File: config.mk
export PLATFORM = sky130hd
export DESIGN_NAME = program_loader_flat
export DESIGN_NICKNAME = d
export VERILOG_FILES = /design/src/rtl/program_loader_pkg.sv /design/src/rtl/program_loader_if.sv /design/src/rtl/loader_timeout.sv /design/src/rtl/program_loader.sv /design/src/flat_wrapper.sv
export SDC_FILE = /design/constraint.sdc
export NUM_CORES = 1
export LEC_CHECK = 0
export CELL_PAD_IN_SITES_DETAIL_PLACEMENT = 0
export CELL_PAD_IN_SITES_GLOBAL_PLACEMENT = 1
export CORE_ASPECT_RATIO = 1.25
export CORE_MARGIN = 1
export CORE_UTILIZATION = 44
export CTS_CLUSTER_DIAMETER = 30
export DETAILED_ROUTE_END_ITERATION = 8
export HOLD_SLACK_MARGIN = 0.03
export PLACE_DENSITY_LB_ADDON = 0.1
export SYNTH_ARGS = -nofsm -noshare
export SYNTH_HDL_FRONTEND = slang
export SYNTH_SLANG_ARGS = --single-unit
File: constraint.sdc
create_clock -name clk -period 6.42 [get_ports clk]
set_clock_uncertainty 0.1 [all_clocks]
set_input_delay 1.284 -clock clk [delete_from_list [all_inputs] [get_ports clk]]
set_output_delay 1.284 -clock clk [all_outputs]
set_load 0.05 [all_outputs]
File: src/rtl/program_loader_pkg.sv
// Shared types and constants for the program loader: FSM state encoding,
// frame sync byte and the width of the little-endian length field.
package program_loader_pkg;

    typedef enum logic [2:0] {
        IDLE,
        LEN,
        DATA,
        CHECK,
        DONE,
        ERROR
    } loader_state_e;

    localparam logic [7:0] LOADER_SYNC_BYTE = 8'hA5;
    localparam int         LOADER_LEN_BYTES = 4;

endpackage

File: src/rtl/program_loader_if.sv
// Byte stream in from the UART receiver and program-memory write port out.
// rx_valid is a one-cycle strobe with no back-pressure; write_enable is a one-cycle strobe.
interface program_loader_if;
    logic [7:0]  rx_data;
    logic        rx_valid;
    logic [31:0] write_address;
    logic [7:0]  write_data;
    logic        write_enable;

    modport master (
        input  rx_data,
        input  rx_valid,
        output write_address,
        output write_data,
        output write_enable
    );

    modport slave (
        output rx_data,
        output rx_valid,
        input  write_address,
        input  write_data,
        input  write_enable
    );
endinterface

File: src/rtl/loader_timeout.sv
// Idle-cycle counter: counts enabled cycles without clear, expired is a
// registered level that rises once LIMIT idle cycles have elapsed.
module loader_timeout #(
    parameter int LIMIT = 1_000_000
) (
    input  logic clk,
    input  logic reset,
    input  logic enable,
    input  logic clear,
    output logic expired
);

    localparam int             CW      = $clog2(LIMIT + 1);
    localparam logic [CW-1:0]  LIMIT_C = CW'(LIMIT);

    logic [CW-1:0] count_q;

    // Saturates at LIMIT so a long silence cannot wrap back to "not expired".
    always_ff @(posedge clk or posedge reset) begin
        if (reset) begin
            count_q <= '0;
            expired <= 1'b0;
        end else if (clear || !enable) begin
            count_q <= '0;
            expired <= 1'b0;
        end else if (count_q != LIMIT_C) begin
            count_q <= count_q + CW'(1);
            expired <= ((count_q + CW'(1)) == LIMIT_C);
        end
    end

endmodule

File: src/rtl/program_loader.sv
// Frames a UART byte stream (sync, 4-byte length, payload[, checksum]) into
// program-memory writes and releases the CPU reset after a clean load. Option: LOADER_CHECKSUM_EN.
module program_loader
    import program_loader_pkg::*;
#(
    parameter logic [31:0] BASE_ADDR      = 32'h0000_0000,
    parameter int          MAX_BYTES      = 4096,
    parameter int          TIMEOUT_CYCLES = 1_000_000
) (
    input  logic                    clk,
    input  logic                    reset,
    program_loader_if.master        bus,
    output logic                    cpu_reset_n,
    output logic                    load_done,
    output logic                    load_error,
    output loader_state_e           state_dbg
);

    loader_state_e state_q, state_d;
    logic [31:0]   len_q;
    logic [31:0]   len_full;
    logic [1:0]    len_cnt_q;
    logic [31:0]   idx_q;
    logic          wr_en_q;
    logic [31:0]   wr_addr_q;
    logic [7:0]    wr_data_q;
    logic          to_enable;
    logic          to_expired;
    logic          is_sync;
`ifdef LOADER_CHECKSUM_EN
    logic [7:0]    sum_q;
`endif

    // Length bytes arrive LSB first, so each new byte enters at the top.
    assign len_full  = {bus.rx_data, len_q[31:8]};
    assign is_sync   = bus.rx_valid && (bus.rx_data == LOADER_SYNC_BYTE);
    assign to_enable = (state_q == LEN) || (state_q == DATA) || (state_q == CHECK);

    loader_timeout #(.LIMIT(TIMEOUT_CYCLES)) u_timeout (
        .clk     (clk),
        .reset   (reset),
        .enable  (to_enable),
        .clear   (bus.rx_valid),
        .expired (to_expired)
    );

    always_ff @(posedge clk or posedge reset) begin
        if (reset) state_q <= IDLE;
        else       state_q <= state_d;
    end

    // A byte arriving in the cycle the timeout fires takes priority over it.
    always_comb begin
        state_d = state_q;
        case (state_q)
            IDLE: if (is_sync) state_d = LEN;
            LEN: begin
                if (bus.rx_valid) begin
                    if (len_cnt_q == 2'(LOADER_LEN_BYTES - 1)) begin
                        if (len_full == 32'd0) begin
`ifdef LOADER_CHECKSUM_EN
                            state_d = CHECK;
`else
                            state_d = DONE;
`endif
                        end else if (len_full > 32'(MAX_BYTES)) begin
                            state_d = ERROR;
                        end else begin
                            state_d = DATA;
                        end
                    end
                end else if (to_expired) begin
                    state_d = ERROR;
                end
            end
            DATA: begin
                if (bus.rx_valid) begin
                    if (idx_q == len_q - 32'd1) begin
`ifdef LOADER_CHECKSUM_EN
                        state_d = CHECK;
`else
                        state_d = DONE;
`endif
                    end
                end else if (to_expired) begin
                    state_d = ERROR;
                end
            end
            CHECK: begin
`ifdef LOADER_CHECKSUM_EN
                if (bus.rx_valid) state_d = (bus.rx_data == sum_q) ? DONE : ERROR;
                else if (to_expired) state_d = ERROR;
`else
                state_d = ERROR;
`endif
            end
            DONE, ERROR: if (is_sync) state_d = LEN;
            default: state_d = IDLE;
        endcase
    end

    always_ff @(posedge clk or posedge reset) begin
        if (reset) begin
            len_q     <= '0;
            len_cnt_q <= '0;
            idx_q     <= '0;
            wr_en_q   <= 1'b0;
            wr_addr_q <= '0;
            wr_data_q <= '0;
`ifdef LOADER_CHECKSUM_EN
            sum_q     <= '0;
`endif
        end else begin
            wr_en_q <= 1'b0;
            if (bus.rx_valid) begin
                case (state_q)
                    IDLE, DONE, ERROR: begin
                        if (is_sync) begin
                            len_q     <= '0;
                            len_cnt_q <= '0;
`ifdef LOADER_CHECKSUM_EN
                            sum_q     <= '0;
`endif
                        end
                    end
                    LEN: begin
                        len_q     <= len_full;
                        len_cnt_q <= len_cnt_q + 2'd1;
                        idx_q     <= '0;
                    end
                    DATA: begin
                        wr_en_q   <= 1'b1;
                        wr_addr_q <= BASE_ADDR + idx_q;
                        wr_data_q <= bus.rx_data;
                        idx_q     <= idx_q + 32'd1;
`ifdef LOADER_CHECKSUM_EN
                        sum_q     <= sum_q + bus.rx_data;
`endif
                    end
                    default: ;
                endcase
            end
        end
    end

    assign bus.write_enable  = wr_en_q;
    assign bus.write_address = wr_addr_q;
    assign bus.write_data    = wr_data_q;
    assign cpu_reset_n       = (state_q == DONE);
    assign load_done         = (state_q == DONE);
    assign load_error        = (state_q == ERROR);
    assign state_dbg         = state_q;

endmodule
File: src/flat_wrapper.sv
// flat-port wrapper written by rule: the top's interface ports become plain ports
module program_loader_flat import program_loader_pkg::*;
#(
    parameter logic [31:0] BASE_ADDR      = 32'h0000_0000,
    parameter int          MAX_BYTES      = 4096,
    parameter int          TIMEOUT_CYCLES = 1_000_000
)
  (clk, reset, cpu_reset_n, load_done, load_error, state_dbg, bus_rx_data, bus_rx_valid, bus_write_address, bus_write_data, bus_write_enable);
  program_loader_if bus_i ();
  input  logic clk;
  input  logic reset;
  output logic cpu_reset_n;
  output logic load_done;
  output logic load_error;
  output loader_state_e state_dbg;
  input wire logic [$bits(bus_i.rx_data)-1:0] bus_rx_data;
  input wire logic [$bits(bus_i.rx_valid)-1:0] bus_rx_valid;
  output wire logic [$bits(bus_i.write_address)-1:0] bus_write_address;
  output wire logic [$bits(bus_i.write_data)-1:0] bus_write_data;
  output wire logic [$bits(bus_i.write_enable)-1:0] bus_write_enable;
  assign bus_i.rx_data = bus_rx_data;
  assign bus_i.rx_valid = bus_rx_valid;
  assign bus_write_address = bus_i.write_address;
  assign bus_write_data = bus_i.write_data;
  assign bus_write_enable = bus_i.write_enable;
  program_loader #(.BASE_ADDR(BASE_ADDR), .MAX_BYTES(MAX_BYTES), .TIMEOUT_CYCLES(TIMEOUT_CYCLES)) u_core (.clk(clk), .reset(reset), .bus(bus_i), .cpu_reset_n(cpu_reset_n), .load_done(load_done), .load_error(load_error), .state_dbg(state_dbg));
endmodule
==> results by group <==
Pwr
  • Max IR drop VDD: a little under 0.2 mV
  • P_leak: between 3 and 4 nW
  • Clk pwr share: 0.303
  • Cell Int Power: about 2.1 mW
  • Switching Fraction: 0.3832
  • Pwr Total: approximately 3.4 mW
  • Sequential power share: 0.342
  • Power Dens Cells: roughly 400 mW/mm2
  • Psw: ~1.3 mW
  • Logic pwr share: 0.355

Die
  • Die area: roughly 0.017 mm2
  • Boundary Pins: 58
  • Starting Density: 0.4474
  • Die H: between 100 and 150 um
  • # rows: 52
  • Die X: between 100 and 150 um
  • Core area: approximately 0.016 mm2

Drt
  • Vias/cell: 5.388
  • Antenna-violating nets left: 0
  • Drt pass-1 iters: 4
  • DRT iter0 DRCs: around 270
  • Final WL: ~18,000 um
  • Via count: 6,159
  • Routed WL per cell: around 16 um
  • DR DRC count: 0

Clocking
  • Clock tree sinks: approximately 130
  • CTS root buf: clkbuf_16
  • CTS tree: built
  • Post-CTS Setup Inserts: 0
  • Num CTS Buffers: 17
  • Clk pin slew, worst setup/hold paths: approximately 60 ps
  • H-tree depth: 4
  • Cts repair resizes: 0
  • Clock Path Buffers: 2
  • Clk_lat worst skew: ~420 ps
  • # hold bufs at CTS: 0

Timing
  • Final Hold Fails: 0
  • Slew HR: 0.4454
  • Worst Tran Pin Value: 831.9 ps
  • Setup Viol. Count Final: 0
  • Number of slew-limit violations in the final report: 0
  • RSZ-0062 raised after global routing: false
  • Fmax: between 0.2 and 0.3 GHz
  • Final Critical Period: around 3800 ps
  • Setup TNS: 0 ps
  • Tcrit/Tclk final: 0.5971

Synth
  • Synth async-reset ratio: 1.000
  • Ys flop type: dfrtp_1
  • Synth Instances: about 890
  • Avg Inst Size Synth: slightly above 8 um2
  • Post-synth EDFFs: 0
  • Syn nets: 903
  • Seq/Total Area, Yosys: 0.4541
  • Netlist cell types: 61
  • Flops & latches, synth: 131
  • YS warnings: 0
  • Post-synth design cell area: 0.007219 mm2

GRT
  • Tot GR Track Use: 0.2313
  • Vias in the first global route: between 6,000 and 7,000
  • Largest net degree at the start of global routing: 68
  • Antenna violations before repair: 0
  • First-pass GRT wire length: between 30,000 and 40,000 um
  • GRT Residual Overflow: 0

Setup path
  • Crit. End Element: flop
  • Flop-to-flop setup slack: slightly below 3000 ps
  • Worst endpoint required time: 6670 ps
  • CP Launch Type: input pin
  • Setup CP Type: input pin to flop
  • CP arrival: approximately 4100 ps
  • CP max FO: 13

Finish
  • Layout cell share with drive strength beyond 1: 0.06041
  • Antenna diodes: 0
  • Final instance area: about 0.0085 mm2
  • P&R area growth vs syn: 18.13%
  • Most frequent cells in the layout: nand2_1, dfrtp_1, o21ai_0, nor2_1, clkdlybuf4s50_1
  • NumNets Final: roughly 930
  • Commonest non-fill, non-tap cell in the layout: nand2_1

Outcome
  • Status: finished, final reports clean

Placement
  • Post-placement cell area: 0.007904 mm2
  • GP Congestion: between 0.9 and 1
  • Buffers on Ports: 57
  • Post-DP HPWL: ~13,000 um

Run
  • Max-Cap Viols: 0

Hold path
  • Hold Crit Class: flop to flop
-- power by group through the flow --
stage	combinational, mW	clock [mW]	sequential, mW
finish	1.19	1.02	1.15
global route	1.35	1.08	1.17
CTS	1.19	1.04	1.15
detailed placement	1.19	0	1.16
global placement	1.16	0	1.16
floorplan	1.03	0	1.05
-- per-layer routing --
| layer | wire length (um) | part of all wire | GRT usage | up-vias |
|---|---|---|---|---|
| met1 | 7782 | 0.43 | 0.2795 | 2955 |
| met2 | 9429 | 0.52 | 0.4021 | 103 |
| met5 | 0 | 0 | 0 | - |
| met4 | 357 | 0.020 | 0.07975 | 0 |
| met3 | 458 | 0.025 | 0.04678 | 29 |
| li1 | - | - | - | 3072 |
-- logic make-up after synthesis --
kind of cell	count (synthesis)	synth area share
xor+xnor	63	0.07643
buf+inv	69	0.03744
simple gates	451	0.2874
fa+ha+maj	6	0.01040
compound gates	163	0.1300
flops	131	0.4541
mux	3	0.004333
-- cell type report --
class,count,area (um2)
fillers,1601,7607
multi-input cells,686,3674
flip-flops and latches,131,3278
repair buffers,65,630.6
clock buffers,19,452.9
well taps,216,270.3
clock inverters,13,171.4
inverters,13,51.30
-- state kept, by name, indices dropped and copies added, names as in the netlist --
| signal | cells |
|---|---|
| u_core.u_timeout.expired | 1 |
| u_core.bus.write_address | 32 |
| u_core.idx_q | 32 |
| u_core.len_q | 32 |
| u_core.bus.write_enable | 1 |
| u_core.u_timeout.count_q | 20 |
| u_core.state_dbg | 3 |
| u_core.bus.write_data | 8 |
| u_core.len_cnt_q | 2 |
-- final timing paths --
check | startpoint | end | cells after the start
worst max-delay path | bus_rx_valid | u_core.u_timeout.expired | 7
worst min-delay path | u_core.bus.write_address[11] | u_core.bus.write_address[11] | 2
worst max register to register | u_core.len_q[0] | u_core.state_dbg[1] | 10
worst min register to register | u_core.bus.write_address[11] | u_core.bus.write_address[11] | 2
max in group asynchronous | reset | u_core.len_q[14] | 3
min in group asynchronous | reset | u_core.bus.write_address[19] | 2
-- cell usage after synthesis, types with 3 or more instances --
master | n | area [um2]
o211ai_1 | 4 | 30.03
a31oi_1 | 9 | 56.30
nor3_1 | 23 | 115.1
or3_1 | 13 | 81.33
o21ai_0 | 101 | 505.5
nor4_1 | 14 | 87.58
a21oi_1 | 19 | 95.09
clkbuf_1 | 52 | 195.2
nand2b_1 | 4 | 25.02
nor4_2 | 4 | 50.05
nand4_1 | 9 | 56.30
dfrtp_1 | 131 | 3278
xnor2_1 | 39 | 341.6
ha_1 | 6 | 75.07
and3_1 | 10 | 62.56
inv_1 | 12 | 45.04
xor2_1 | 24 | 210.2
nand3_1 | 24 | 120.1
a21o_1 | 3 | 22.52
and4_1 | 3 | 26.28
nor2b_1 | 6 | 37.54
and2_1 | 5 | 31.28
o31ai_1 | 6 | 45.04
nor2_1 | 63 | 236.5
nand2_1 | 246 | 923.4
or4_1 | 10 | 75.07
-- stage by stage --
step | hold WS (ps) | std cells | utilization | setup slack [ps]
2_1_floorplan | 353.8 | 886 | - | 1538
3_3_place_gp | 357.1 | 1111 | 0.4898 | 2266
3_5_place_dp | 362.2 | 1111 | 0.4898 | 2127
4_1_cts | 377.5 | 1143 | 0.5285 | 2568
5_1_grt | 396.4 | 1143 | 0.5285 | 2380
6_report | 370.5 | 1143 | 0.5285 | 2587
-- worst max-delay path, cell delays in order --
cell	delay, ps
clkdlybuf4s50_1	570
or3_1	580
or2_2	470
nand2b_1	180
or4b_1	450
nor4_1	330
a32o_1	220
Power figures use the tool's default switching activity.
